### src/rtl/cla_pipe_if.sv
`default_nettype none
// ============================================================================
//  Module      : cla_pipe_if
//  Description : Operand/result handshake bundle for the pipelined
//                carry-lookahead adder/subtractor (cla_pipe).
//                slave  - the adder side (consumes operands, produces results)
//                master - the client side (produces operands, consumes results)
//  Signals     : in_valid/out_ready    operand handshake
//                in_x, in_y            operands, WIDTH bits
//                in_carry, in_sub      carry-in (add only), subtract select
//                out_valid/in_ready    result handshake
//                out_sum               result, WIDTH bits
//                out_carry, out_overflow, out_zero, out_negative   status
//  Revision    : 1.0  initial release
// ============================================================================
interface cla_pipe_if #(
    parameter int WIDTH = 32
) ();
    logic             in_valid;
    logic             out_ready;
    logic [WIDTH-1:0] in_x;
    logic [WIDTH-1:0] in_y;
    logic             in_carry;
    logic             in_sub;
    logic             out_valid;
    logic             in_ready;
    logic [WIDTH-1:0] out_sum;
    logic             out_carry;
    logic             out_overflow;
    logic             out_zero;
    logic             out_negative;

    modport slave (
        input  in_valid, in_x, in_y, in_carry, in_sub, in_ready,
        output out_ready, out_valid, out_sum, out_carry,
               out_overflow, out_zero, out_negative
    );

    modport master (
        output in_valid, in_x, in_y, in_carry, in_sub, in_ready,
        input  out_ready, out_valid, out_sum, out_carry,
               out_overflow, out_zero, out_negative
    );
endinterface
`default_nettype wire

### src/rtl/cla_pipe.sv
`default_nettype none
// ============================================================================
//  Module      : cla_pipe
//  Description : Parametrised pipelined carry-lookahead adder/subtractor.
//                A WIDTH-bit add is split into STAGES registered slices of
//                SW = WIDTH/STAGES bits. Each slice is built from 4-bit
//                lookahead groups; the slice carry-out is registered into the
//                next stage. Unconsumed operand slices are skewed forward and
//                finished sum slices ride along so all slices leave aligned.
//                Result appears STAGES cycles after the operand cycle.
//  Ports       : in_clk    clock, rising edge
//                in_reset  asynchronous active-high reset
//                bus       cla_pipe_if.slave (operand/result handshake)
//  Parameters  : WIDTH  operand width, multiple of 4*STAGES (default 32)
//                STAGES pipeline depth, 1..WIDTH/4 (default 2)
//  Macro       : CLA_PIPE_FLAGS_EN - when defined, out_overflow/out_zero/
//                out_negative are computed and registered; otherwise they
//                are tied to 0 and their registers are not built.
//  Revision    : 1.0  initial release
// ============================================================================
module cla_pipe #(
    parameter int WIDTH  = 32,
    parameter int STAGES = 2
) (
    input  wire logic  in_clk,
    input  wire logic  in_reset,
    cla_pipe_if.slave  bus
);
    localparam int SW = WIDTH / STAGES;  // slice width
    localparam int NG = SW / 4;          // 4-bit groups per slice

    // One slice: bit g/p, 4-bit group lookahead for G/P, group carries from
    // the lookahead unit, then in-group carries expanded from the group
    // carry-in. Returns {carry_out, sum}.
    function automatic logic [SW:0] cla_slice(
        input logic [SW-1:0] a,
        input logic [SW-1:0] b,
        input logic          ci
    );
        logic [SW-1:0] g;
        logic [SW-1:0] p;
        logic [SW-1:0] c;
        logic [NG:0]   gc;
        logic          grp_g;
        logic          grp_p;
        g     = a & b;
        p     = a ^ b;
        c     = '0;
        gc    = '0;
        gc[0] = ci;
        for (int j = 0; j < NG; j++) begin
            grp_g = g[4*j+3]
                  | (p[4*j+3] & g[4*j+2])
                  | (p[4*j+3] & p[4*j+2] & g[4*j+1])
                  | (p[4*j+3] & p[4*j+2] & p[4*j+1] & g[4*j]);
            grp_p = &p[4*j +: 4];
            gc[j+1] = grp_g | (grp_p & gc[j]);
        end
        for (int j = 0; j < NG; j++) begin
            c[4*j]   = gc[j];
            c[4*j+1] = g[4*j] | (p[4*j] & gc[j]);
            c[4*j+2] = g[4*j+1]
                     | (p[4*j+1] & g[4*j])
                     | (p[4*j+1] & p[4*j] & gc[j]);
            c[4*j+3] = g[4*j+2]
                     | (p[4*j+2] & g[4*j+1])
                     | (p[4*j+2] & p[4*j+1] & g[4*j])
                     | (p[4*j+2] & p[4*j+1] & p[4*j] & gc[j]);
        end
        return {gc[NG], p ^ c};
    endfunction

    // Whole pipeline advances together; it only stops while a result is
    // waiting at the output and downstream refuses it.
    logic             w_en;
    logic [WIDTH-1:0] w_y_eff;
    logic             w_cin_eff;

    assign w_en          = ~bus.out_valid | bus.in_ready;
    assign bus.out_ready = w_en & ~in_reset;

    // Subtract is X + ~Y + 1; in_carry only matters for add.
    assign w_y_eff   = bus.in_sub ? ~bus.in_y : bus.in_y;
    assign w_cin_eff = bus.in_sub | bus.in_carry;

    for (genvar k = 0; k < STAGES; k++) begin : g_stage
        localparam int RW = (STAGES - k) * SW;  // operand bits still to add

        logic [RW-1:0]         w_xr;
        logic [RW-1:0]         w_yr;
        logic                  w_ci;
        logic                  w_vin;
        logic [SW:0]           w_res;
        logic [(k+1)*SW-1:0]   w_sum_nxt;

        logic                  r_vld;
        logic                  r_c;
        logic [(k+1)*SW-1:0]   r_sum;

        assign w_res = cla_slice(w_xr[SW-1:0], w_yr[SW-1:0], w_ci);

        if (k == 0) begin : g_head
            assign w_xr      = bus.in_x;
            assign w_yr      = w_y_eff;
            assign w_ci      = w_cin_eff;
            assign w_vin     = bus.in_valid;
            assign w_sum_nxt = w_res[SW-1:0];
        end else begin : g_body
            assign w_xr      = g_stage[k-1].g_skew.r_x;
            assign w_yr      = g_stage[k-1].g_skew.r_y;
            assign w_ci      = g_stage[k-1].r_c;
            assign w_vin     = g_stage[k-1].r_vld;
            assign w_sum_nxt = {w_res[SW-1:0], g_stage[k-1].r_sum};
        end

        always_ff @(posedge in_clk or posedge in_reset) begin
            if (in_reset) begin
                r_vld <= 1'b0;
                r_c   <= 1'b0;
                r_sum <= '0;
            end else if (w_en) begin
                r_vld <= w_vin;
                r_c   <= w_res[SW];
                r_sum <= w_sum_nxt;
            end
        end

        // Operand slices above this one wait here for the next stage.
        if (k < STAGES - 1) begin : g_skew
            logic [RW-SW-1:0] r_x;
            logic [RW-SW-1:0] r_y;

            always_ff @(posedge in_clk or posedge in_reset) begin
                if (in_reset) begin
                    r_x <= '0;
                    r_y <= '0;
                end else if (w_en) begin
                    r_x <= w_xr[RW-1:SW];
                    r_y <= w_yr[RW-1:SW];
                end
            end
        end

`ifdef CLA_PIPE_FLAGS_EN
        // Zero is the AND of every slice's zero detect, carried stage to stage.
        logic w_zin;
        logic r_zero;

        if (k == 0) begin : g_zhead
            assign w_zin = 1'b1;
        end else begin : g_zbody
            assign w_zin = g_stage[k-1].r_zero;
        end

        always_ff @(posedge in_clk or posedge in_reset) begin
            if (in_reset) begin
                r_zero <= 1'b0;
            end else if (w_en) begin
                r_zero <= w_zin & ~|w_res[SW-1:0];
            end
        end

        if (k == STAGES - 1) begin : g_last
            logic r_ovf;
            logic r_neg;

            // Carry into the MSB is recovered as x ^ y ^ sum at that bit.
            always_ff @(posedge in_clk or posedge in_reset) begin
                if (in_reset) begin
                    r_ovf <= 1'b0;
                    r_neg <= 1'b0;
                end else if (w_en) begin
                    r_ovf <= w_xr[SW-1] ^ w_yr[SW-1] ^ w_res[SW-1] ^ w_res[SW];
                    r_neg <= w_res[SW-1];
                end
            end
        end
`endif
    end

    assign bus.out_valid = g_stage[STAGES-1].r_vld;
    assign bus.out_sum   = g_stage[STAGES-1].r_sum;
    assign bus.out_carry = g_stage[STAGES-1].r_c;

`ifdef CLA_PIPE_FLAGS_EN
    assign bus.out_overflow = g_stage[STAGES-1].g_last.r_ovf;
    assign bus.out_zero     = g_stage[STAGES-1].r_zero;
    assign bus.out_negative = g_stage[STAGES-1].g_last.r_neg;
`else
    assign bus.out_overflow = 1'b0;
    assign bus.out_zero     = 1'b0;
    assign bus.out_negative = 1'b0;
`endif

endmodule
`default_nettype wire

### src/flat_wrapper.sv
// flat-port wrapper written by rule: the top's interface ports become plain ports
module cla_pipe_flat 
#(
    parameter int WIDTH  = 32,
    parameter int STAGES = 2
)
  (in_clk, in_reset, bus_in_valid, bus_in_x, bus_in_y, bus_in_carry, bus_in_sub, bus_in_ready, bus_out_ready, bus_out_valid, bus_out_sum, bus_out_carry, bus_out_overflow, bus_out_zero, bus_out_negative);
  cla_pipe_if #(.WIDTH(WIDTH)) bus_i ();
  input  wire logic in_clk;
  input  wire logic in_reset;
  input wire logic [$bits(bus_i.in_valid)-1:0] bus_in_valid;
  input wire logic [$bits(bus_i.in_x)-1:0] bus_in_x;
  input wire logic [$bits(bus_i.in_y)-1:0] bus_in_y;
  input wire logic [$bits(bus_i.in_carry)-1:0] bus_in_carry;
  input wire logic [$bits(bus_i.in_sub)-1:0] bus_in_sub;
  input wire logic [$bits(bus_i.in_ready)-1:0] bus_in_ready;
  output wire logic [$bits(bus_i.out_ready)-1:0] bus_out_ready;
  output wire logic [$bits(bus_i.out_valid)-1:0] bus_out_valid;
  output wire logic [$bits(bus_i.out_sum)-1:0] bus_out_sum;
  output wire logic [$bits(bus_i.out_carry)-1:0] bus_out_carry;
  output wire logic [$bits(bus_i.out_overflow)-1:0] bus_out_overflow;
  output wire logic [$bits(bus_i.out_zero)-1:0] bus_out_zero;
  output wire logic [$bits(bus_i.out_negative)-1:0] bus_out_negative;
  assign bus_i.in_valid = bus_in_valid;
  assign bus_i.in_x = bus_in_x;
  assign bus_i.in_y = bus_in_y;
  assign bus_i.in_carry = bus_in_carry;
  assign bus_i.in_sub = bus_in_sub;
  assign bus_i.in_ready = bus_in_ready;
  assign bus_out_ready = bus_i.out_ready;
  assign bus_out_valid = bus_i.out_valid;
  assign bus_out_sum = bus_i.out_sum;
  assign bus_out_carry = bus_i.out_carry;
  assign bus_out_overflow = bus_i.out_overflow;
  assign bus_out_zero = bus_i.out_zero;
  assign bus_out_negative = bus_i.out_negative;
  cla_pipe #(.WIDTH(WIDTH), .STAGES(STAGES)) u_core (.in_clk(in_clk), .in_reset(in_reset), .bus(bus_i));
endmodule
### config.mk
export PLATFORM = sky130hd
export DESIGN_NAME = cla_pipe_flat
export DESIGN_NICKNAME = d
export VERILOG_FILES = /design/src/rtl/cla_pipe_if.sv /design/src/rtl/cla_pipe.sv /design/src/flat_wrapper.sv
export SDC_FILE = /design/constraint.sdc
export NUM_CORES = 1
export LEC_CHECK = 0
export CAP_MARGIN = 20
export CORE_MARGIN = 3
export CORE_UTILIZATION = 50
export DETAILED_ROUTE_END_ITERATION = 10
export HOLD_SLACK_MARGIN = 0.06
export MAX_ROUTING_LAYER = met4
export PLACE_DENSITY = 0.77
export SLEW_MARGIN = 0
export SYNTH_ARGS = -nofsm -noshare
export SYNTH_HDL_FRONTEND = slang
export SYNTH_SLANG_ARGS = --single-unit
export TNS_END_PERCENT = 30
### constraint.sdc
create_clock -name in_clk -period 3.1 [get_ports in_clk]
set_clock_uncertainty 0.05 [all_clocks]
set_input_delay 0.31 -clock in_clk [delete_from_list [all_inputs] [get_ports in_clk]]
set_output_delay 0.31 -clock in_clk [all_outputs]
set_load 0.03 [all_outputs]
# After elaboration in Yosys (flattened, before gate mapping)
# Index checks and enable logic that the tools add are counted.
[classes]
muxes = 1
n_bitwise = 212
reduce_logical = 8
[op_table]
columns = ["operator", "count"]
rows = [
  ["bitwise AND 1 bit", 121],
  ["bitwise OR 1 bit", 82],
  ["bitwise XOR 16 bit", 4],
  ["bitwise AND 16 bit", 2],
  ["two-way mux 32 bit", 1],
  ["inverter 32 bit", 1],
  ["AND reduction 4 bit", 8],
  ["inverter 1 bit", 2],
]
[totals]
ff_bits = 84
output_inout_bits = 38

# Longest topological paths before layout
# Gate-level depths: netlist of run 1.
[depth]
word_depth = 15
mapped_depth = 13

# Worst setup path after synthesis of run 1
# Ideal clock, no wire load.
[synth_timing]
path_kind = "input port to flip-flop"
start = "input bus_in_sub"
end = "register u_core.g_stage[0].r_sum[14]"
t_arrival_ps = 3152
setup_slack_ps = -232
path_stages = 12
path_cell_list = "clkbuf_1 clkbuf_1 xor2_1 ha_1 or3_1 o2111ai_2 a21oi_1 o21a_1 a221o_1 a21o_1 a2111oi_2 nor3_1"
[synth_via]
elab_chain_cells = 14
elab_cells_between_ends = 43
[synth_lines]
columns = ["item", "line_no", "source"]
rows = [
  ["from (decl)", "flat_wrapper.sv:15", "input wire logic [$bits(bus_i.in_sub)-1:0] bus_in_sub;"],
  ["two-way mux 32 bit", "cla_pipe.sv:83", "assign w_y_eff = bus.in_sub ? ~bus.in_y : bus.in_y;"],
  ["bitwise XOR 16 bit / bitwise AND 16 bit (equally long branches)", "cla_pipe.sv:47, cla_pipe.sv:46", ""],
  ["bitwise AND 1 bit (on tied branches)", "cla_pipe.sv:53, cla_pipe.sv:54, cla_pipe.sv:55", ""],
  ["bitwise OR 1 bit, or another cell as far along", "cla_pipe.sv:53", "| (p[4*j+3] & g[4*j+2])"],
  ["bitwise OR 1 bit / bitwise AND 1 bit (equally long branches)", "cla_pipe.sv:54, cla_pipe.sv:55", ""],
  ["bitwise OR 1 bit", "cla_pipe.sv:55", "| (p[4*j+3] & p[4*j+2] & p[4*j+1] & g[4*j]);"],
  ["bitwise OR 1 bit", "cla_pipe.sv:57", "gc[j+1] = grp_g | (grp_p & gc[j]);"],
  ["bitwise AND 1 bit", "cla_pipe.sv:57", ""],
  ["bitwise OR 1 bit", "cla_pipe.sv:57", ""],
  ["bitwise AND 1 bit", "cla_pipe.sv:57", ""],
  ["bitwise OR 1 bit", "cla_pipe.sv:57", ""],
  ["bitwise AND 1 bit", "cla_pipe.sv:64", "| (p[4*j+1] & p[4*j] & gc[j]);"],
  ["bitwise OR 1 bit", "cla_pipe.sv:64", ""],
  ["bitwise XOR 16 bit *", "cla_pipe.sv:70", "return {gc[NG], p ^ c};"],
  ["to (signal assigned)", "cla_pipe.sv:124", "r_sum <= w_sum_nxt;"],
  ["to (decl)", "cla_pipe.sv:98", "logic [(k+1)*SW-1:0] r_sum;"],
]
# Mark *: on every way between the ends. The rest lies on a longest branch, timed or not.
# A chain may end at the register's enable or synchronous reset.

# Final worst setup path of run 1
[layout_timing]
start = "input bus_in_y[2]"
end = "register u_core.g_stage[0].r_sum[14]"
[layout_via]
elab_chain_cells = 15
elab_cells_between_ends = 22
[layout_lines]
columns = ["item", "line_no", "source"]
rows = [
  ["from (decl)", "flat_wrapper.sv:13", "input wire logic [$bits(bus_i.in_y)-1:0] bus_in_y;"],
  ["inverter 32 bit", "cla_pipe.sv:83", ""],
  ["two-way mux 32 bit *", "cla_pipe.sv:83", ""],
  ["bitwise AND 16 bit / bitwise XOR 16 bit (equally long branches)", "cla_pipe.sv:46, cla_pipe.sv:47", ""],
  ["bitwise AND 1 bit (on tied branches)", "cla_pipe.sv:53, cla_pipe.sv:54, cla_pipe.sv:55", ""],
  ["bitwise OR 1 bit, or another cell as far along", "cla_pipe.sv:53", ""],
  ["bitwise OR 1 bit / bitwise AND 1 bit (equally long branches)", "cla_pipe.sv:54, cla_pipe.sv:55", ""],
  ["bitwise OR 1 bit", "cla_pipe.sv:55", ""],
  ["bitwise OR 1 bit *", "cla_pipe.sv:57", ""],
  ["bitwise AND 1 bit *", "cla_pipe.sv:57", ""],
  ["bitwise OR 1 bit *", "cla_pipe.sv:57", ""],
  ["bitwise AND 1 bit *", "cla_pipe.sv:57", ""],
  ["bitwise OR 1 bit *", "cla_pipe.sv:57", ""],
  ["bitwise AND 1 bit *", "cla_pipe.sv:64", ""],
  ["bitwise OR 1 bit *", "cla_pipe.sv:64", ""],
  ["bitwise XOR 16 bit *", "cla_pipe.sv:70", ""],
]
# Marked as above.

==> results of run 1 <==
==> sequential cells by signal, summed over array words and instances (netlist names) <==
signal                     flops
u_core.g_stage.g_skew.r_y     16
u_core.g_stage.r_vld           1
u_core.bus.out_carry           1
u_core.g_stage.g_skew.r_x     16
u_core.bus.out_valid           1
u_core.bus.out_sum            32
u_core.g_stage.r_c             1
u_core.g_stage.r_sum          16
==> cells in the mapped netlist (all sizes together) (8+ instances only) <==
cell / number
nand2: 139
dfrtp: 84
o21ai: 35
ha: 32
a21oi: 31
nor2: 28
xnor2: 27
xor2: 26
clkbuf: 23
inv: 17
a21o: 9
fa: 8
==> final timing paths <==
path | cells after the start | from | end
hold / removal | 2 | in_reset | u_core.g_stage[0].g_skew.r_x[4]$_DFFE_PP0N_
hold reg to reg | 2 | u_core.g_stage[0].r_vld$_DFFE_PP0N_ | u_core.g_stage[0].r_vld$_DFFE_PP0N_
min in group in_clk | 2 | u_core.g_stage[0].r_vld$_DFFE_PP0N_ | u_core.g_stage[0].r_vld$_DFFE_PP0N_
setup / recovery | 11 | bus_in_y[2] | u_core.g_stage[0].r_sum[14]$_DFFE_PP0N_
setup reg to reg | 9 | u_core.g_stage[0].g_skew.r_y[0]$_DFFE_PP0N_ | u_core.bus.out_sum[31]$_DFFE_PP0N_
max in group asynchronous | 3 | in_reset | u_core.bus.out_sum[1]$_DFFE_PP0N_
==> placed cells by master, fill, tap and decap left out, drive strengths merged, types with 2 or more instances in the layout <==
cell	n
nand2	139
clkdlybuf4s50	103
dfrtp	84
o21ai	35
ha	32
a21oi	31
nor2	28
xnor2	27
xor2	26
inv	16
clkbuf	10
a21o	9
buf	9
fa	8
bufinv	4
nand2b	4
o21bai	3
or3	3
and3	3
conb	3
a2111oi	3
a211oi	3
nor3	2
o21a	2
a211o	2
clkinv	2
==> per-layer routing <==
layer	routed length [µm]	vias to the layer above	track usage
li1	-	1812	-
met1	4380	1716	0.252
met2	5170	79	0.361
met3	370	8	0.0334
met4	92	0	0.0505
met5	0	-	-
==> power groups by stage <==
stage	clock (mW)	combinational, mW	sequential (mW)
CTS	1.01	1.81	1.60
floorplan	0	0.783	1.94
global route	1.06	1.97	1.63
global placement	0	1.75	1.60
detailed placement	0	1.80	1.62
finish	0.993	1.80	1.59
==> final cells by class <==
class                      instances  share of cell area
inverter                          17              0.0108
clock inverter                     5              0.0207
timing repair buffer             112               0.186
tap                              108              0.0224
multi-input combinational        373               0.391
clock buffer                      10              0.0211
sequential                        84               0.348
==> kinds of logic (layout without fill, tap and decap cells) <==
logic type,count (synthesis),count (layout),synth area share
mux,1,1,0.00217
fa+ha+maj,40,40,0.121
buf+inv,43,144,0.0374
xor+xnor,53,53,0.100
compound gates,92,92,0.125
other cells,1,3,0.000811
flops,84,84,0.455
simple gates,184,184,0.158
==> per-stage QoR <==
step	power, mW	setup WS (ns)
2_1_floorplan	2.73	0.0251
3_5_place_dp	3.42	-0.104
3_3_place_gp	3.35	-0.0891
6_report	4.38	0.220
5_1_grt	4.66	0.0331
4_1_cts	4.42	0.0876
==> repair_timing <==
action                                  CTS  global route
buffers inserted                          0             0
endpoints found under the setup margin    0             2
gates resized for setup                   0             2
==> impl_metrics.tcl, run 1 <==
set metrics [dict create \
    dp.cells 694 \
    cp.arrival_ns 3.05 \
    ys_warn_count 0 \
    cts_tree "yes" \
    drv_cap 0 \
    pwr-share-seq 0.364 \
    cpPeakStageDelay_ns 0.42 \
    peakVddDrop_mv 0.468 \
    fin_crit_sh 0.929 \
    cp-start-kind "input port" \
    outcome "complete, no violations" \
    vias_per_cell 5.10 \
    ctsHoldBuffers 0 \
    intPower_mw 2.81 \
    instances_no_fill 709 \
    power_frac_clock 0.227 \
    drtPass1Iterations 4 \
    track_usage 0.207 \
    cp_max_fo 4 \
    yosys_most_used_dff "dfrtp_1" \
    cpLargestDelayFamily "compound AO/OA/AOI/OAI gates" \
    fin_util 0.683 \
    diodes 0 \
    netlist_area_um2 4620 \
    powerDensity_nw_per_um2 725 \
    cts.htree.levels 3 \
    grt_pass1_vias 3658 \
    sw_frac_of_total 0.358 \
    grt_pass1_wl_um 16700 \
    ant_nets 0 \
    synth_edf_count 0 \
    die_w_um 102 \
    finalHoldViolations 0 \
    io_pins 108 \
    root_buffer "clkbuf_8" \
    antenna_found_initial 0 \
    synth_area_leaders "dfrtp_1, nand2_1, ha_1" \
    synth_seq_cells 84 \
    multi_input_area_um2 2360 \
    cpMaxStageDelayCell "clkdlybuf4s50_1" \
    fin_nets 707 \
    drt-total-wl_um 10000 \
    cts_buffers 9 \
    ys_seq_area_frac 0.455 \
    slew_violations 0 \
    ctsLongestPathBuffers 2 \
    die_y_um 102 \
    r2r_slack_ns 0.23 \
    route.detailed.drc 0 \
    clkTransAtPathRegs_ns 0.09 \
    p_leak_nw 2.83 \
    cp_cell_sequence "clkdlybuf4s50_1 > xor2_1 > ha_1 > or3_1 > o2111ai_2 > a21oi_1 > o21a_1 > a221o_1 > a21o_1 > a2111oi_2 > nor3_1" \
    design_area_um2 6040 \
    p_comb_frac 0.410 \
    path_buf_inv 1 \
    core_um2 8850 \
    critPathKind "input port to register" \
    rows 34 \
    setup_violations 0 \
    seqCellArea_um2 2100 \
    slew_headroom 0.456 \
    fillers 730 \
    netSwitchingPower_mw 1.57 \
    dpl_cell_area_um2 5790 \
    clkSinkCount 84 \
    grt_overflow 0 \
    start_util 0.522 \
    timing.final.crit_period_ns 2.88 \
    worstMarginPinSlew_ns 0.816 \
    hold_class "input port to asynchronous set/reset pin" \
    synthArstFlopShare 1.00 \
    grt_start_max_net_pins 88 \
    dp_hpwl_um 7280 \
    whs_ns 0.397 \
    syn_to_final_growth_pct 30.7 \
    drtIter0Drc 116 \
    setup_tns_ns 0 \
    gp_congestion 0.876 \
    drive_gt1_frac 0.0532 \
    end_kind "register" \
    wl_per_cell_um 14.1 \
    syn_inst 498 \
    port_buffers 104 \
    yosys.area.top_type "dfrtp_1" \
    grt_setup_unrepaired "false" \
    synth_top_area_share 0.455 \
    synth.avg_cell_area_um2 9.28 \
    dr_total_vias 3615 \
    worstPathRequired_ns 3.27 \
    max_freq_mhz 347 \
    fp.dieArea_um2 10400 \
    clock_latency_ns 0.34 \
    ys_types 35 \
]
(Power assumes the default switching activity.)
==> inputs of run 2 (changes only) <==
clock period = 3.2 ns   (was 3.1 ns; I/O delays follow)
==> impl_metrics.tcl, run 2 (same netlist as run 1, synthesis figures left out) <==
set metrics [dict create \
    dpl_cell_area_um2 5780 \
    multi_input_area_um2 2360 \
    slew_violations 0 \
    setup_tns_ns 0 \
    seqCellArea_um2 2100 \
    clock_latency_ns 0.34 \
    grt_overflow 0 \
    io_pins 108 \
    cp_max_fo 3 \
    track_usage 0.212 \
    dp.cells 695 \
    drtPass1Iterations 4 \
    grt_pass1_wl_um 17100 \
    grt_use_met3 0.0259 \
    critPathKind "register to register" \
    die_y_um 102 \
    dpl_worst_slack_ns -0.0784 \
    ant_nets 0 \
    grt.busiest_layer "met2" \
    cpMaxStageDelayCell "a2111oi_2" \
    grt_pass1_vias 3688 \
    ctsHoldBuffers 0 \
    power_frac_clock 0.222 \
    post_cts_buffers 0 \
    fillers 730 \
    rows 34 \
    fin_crit_sh 0.928 \
    drive_gt1_frac 0.0564 \
    path_buf_inv 0 \
    path_common_cell "o21ai_0" \
    sw_frac_of_total 0.362 \
    cp_cell_sequence "ha_1 > o21ai_0 > o21ai_0 > a2111oi_2 > o31ai_1 > and4_1 > a2111oi_4 > xor2_1 > o21ai_0" \
    core_um2 8850 \
    wl_per_cell_um 14.1 \
    clkSinkCount 84 \
    netSwitchingPower_mw 1.52 \
    cp-start-kind "register" \
    diodes 0 \
    drv_cap 0 \
    die_w_um 102 \
    port_buffers 104 \
    use_met1 0.265 \
    grt_start_max_net_pins 88 \
    powerDensity_nw_per_um2 698 \
    cp.arrival_ns 3.11 \
    outcome "complete, no violations" \
    gp_congestion 0.890 \
    fin_nets 708 \
    cts_buffers 9 \
    p_leak_nw 2.83 \
    peakVddDrop_mv 0.424 \
    worst_slack_ns 0.232 \
    fp.dieArea_um2 10400 \
    worstMarginPinSlew_ns 0.888 \
    hold_class "register to register" \
    syn_to_final_growth_pct 30.5 \
    dp_hpwl_um 7510 \
    cpLargestDelayFamily "compound AO/OA/AOI/OAI gates" \
    design_area_um2 6030 \
    largest_reg_flops 32 \
    dr_total_vias 3614 \
    drtIter0Drc 110 \
    cts_resized 0 \
    cpPeakStageDelay_ns 0.49 \
    clkTransAtPathRegs_ns 0.08 \
    finalHoldViolations 0 \
    ctsLongestPathBuffers 2 \
    end_kind "register" \
    drt-total-wl_um 10100 \
    cts.htree.levels 3 \
    cts_tree "yes" \
    timing.final.crit_period_ns 2.97 \
    worstPathRequired_ns 3.34 \
    slew_headroom 0.408 \
    start_util 0.522 \
    setup_violations 0 \
    gr-usage-met2 0.364 \
    layout_common_cells "nand2_1, clkdlybuf4s50_1, dfrtp_1" \
    pwr-share-seq 0.365 \
    layout_commonest_cell "nand2_1" \
    p_comb_frac 0.413 \
    intPower_mw 2.69 \
    grt_setup_unrepaired "false" \
    antenna_found_initial 0 \
    vias_per_cell 5.08 \
    instances_no_fill 711 \
    route.detailed.drc 0 \
    max_freq_mhz 337 \
    root_buffer "clkbuf_8" \
]
[run 2: cell types whose count changed in the layout (fill, tap and decap cells not counted), sizes merged]
cell    delta
clkbuf     +2
bufinv     -1
buf        +1
[run 2: power groups by stage]
| stage | clock network (mW) | logic, mW | registers [mW] |
|---|---|---|---|
| 6_report | 0.935 | 1.74 | 1.54 |
| 2_1_floorplan | 0 | 0.758 | 1.88 |
| 4_1_cts | 0.952 | 1.76 | 1.54 |
| 3_5_place_dp | 0 | 1.74 | 1.56 |
| 3_3_place_gp | 0 | 1.70 | 1.55 |
| 5_1_grt | 1.00 | 1.91 | 1.58 |
[run 2: metrics by stage]
step	power (mW)	hold slack, ns	util
after CTS	4.25	0.423	0.682
after global placement	3.25	0.393	0.654
final	4.21	0.419	0.682
after floorplan	2.64	0.380	-
after detailed placement	3.30	0.403	0.654
after global routing	4.48	0.439	0.682
[run 2: worst paths after layout]
kind,from,end,slack (ns),cells past startpoint
max in group asynchronous,in_reset,u_core.g_stage[0].g_skew.r_y[12]$_DFFE_PP0N_,1.91,3
min in group asynchronous,in_reset,u_core.g_stage[0].g_skew.r_x[3]$_DFFE_PP0N_,0.44,2
setup reg to reg,u_core.g_stage[0].g_skew.r_y[1]$_DFFE_PP0N_,u_core.bus.out_sum[31]$_DFFE_PP0N_,0.23,9
setup / recovery,u_core.g_stage[0].g_skew.r_y[1]$_DFFE_PP0N_,u_core.bus.out_sum[31]$_DFFE_PP0N_,0.23,9
hold reg to reg,u_core.bus.out_sum[12]$_DFFE_PP0N_,u_core.bus.out_sum[12]$_DFFE_PP0N_,0.42,2
hold / removal,u_core.bus.out_sum[12]$_DFFE_PP0N_,u_core.bus.out_sum[12]$_DFFE_PP0N_,0.42,2
[run 2: per-layer routing]
| metal | part of all wire | wire length [µm] | vias to the layer above |
|---|---|---|---|
| li1 | - | - | 1822 |
| met1 | 0.44 | 4450 | 1704 |
| met2 | 0.51 | 5140 | 75 |
| met3 | 0.033 | 334 | 13 |
| met4 | 0.014 | 141 | 0 |
| met5 | 0 | 0 | - |
[run 2: final cells by class]
cell class	instances	share of cell area
multi-input combinational	373	0.392
sequential	84	0.348
timing repair buffer	113	0.185
clock buffer	12	0.0257
tap	108	0.0224
clock inverter	4	0.0158
inverter	17	0.0108
[run 2: tightest hold or removal path, stage by stage, from the launching register on]
cell and delay, ns:
dfrtp_1 0.35, nand2_1 0.05, nand2_1 0.05
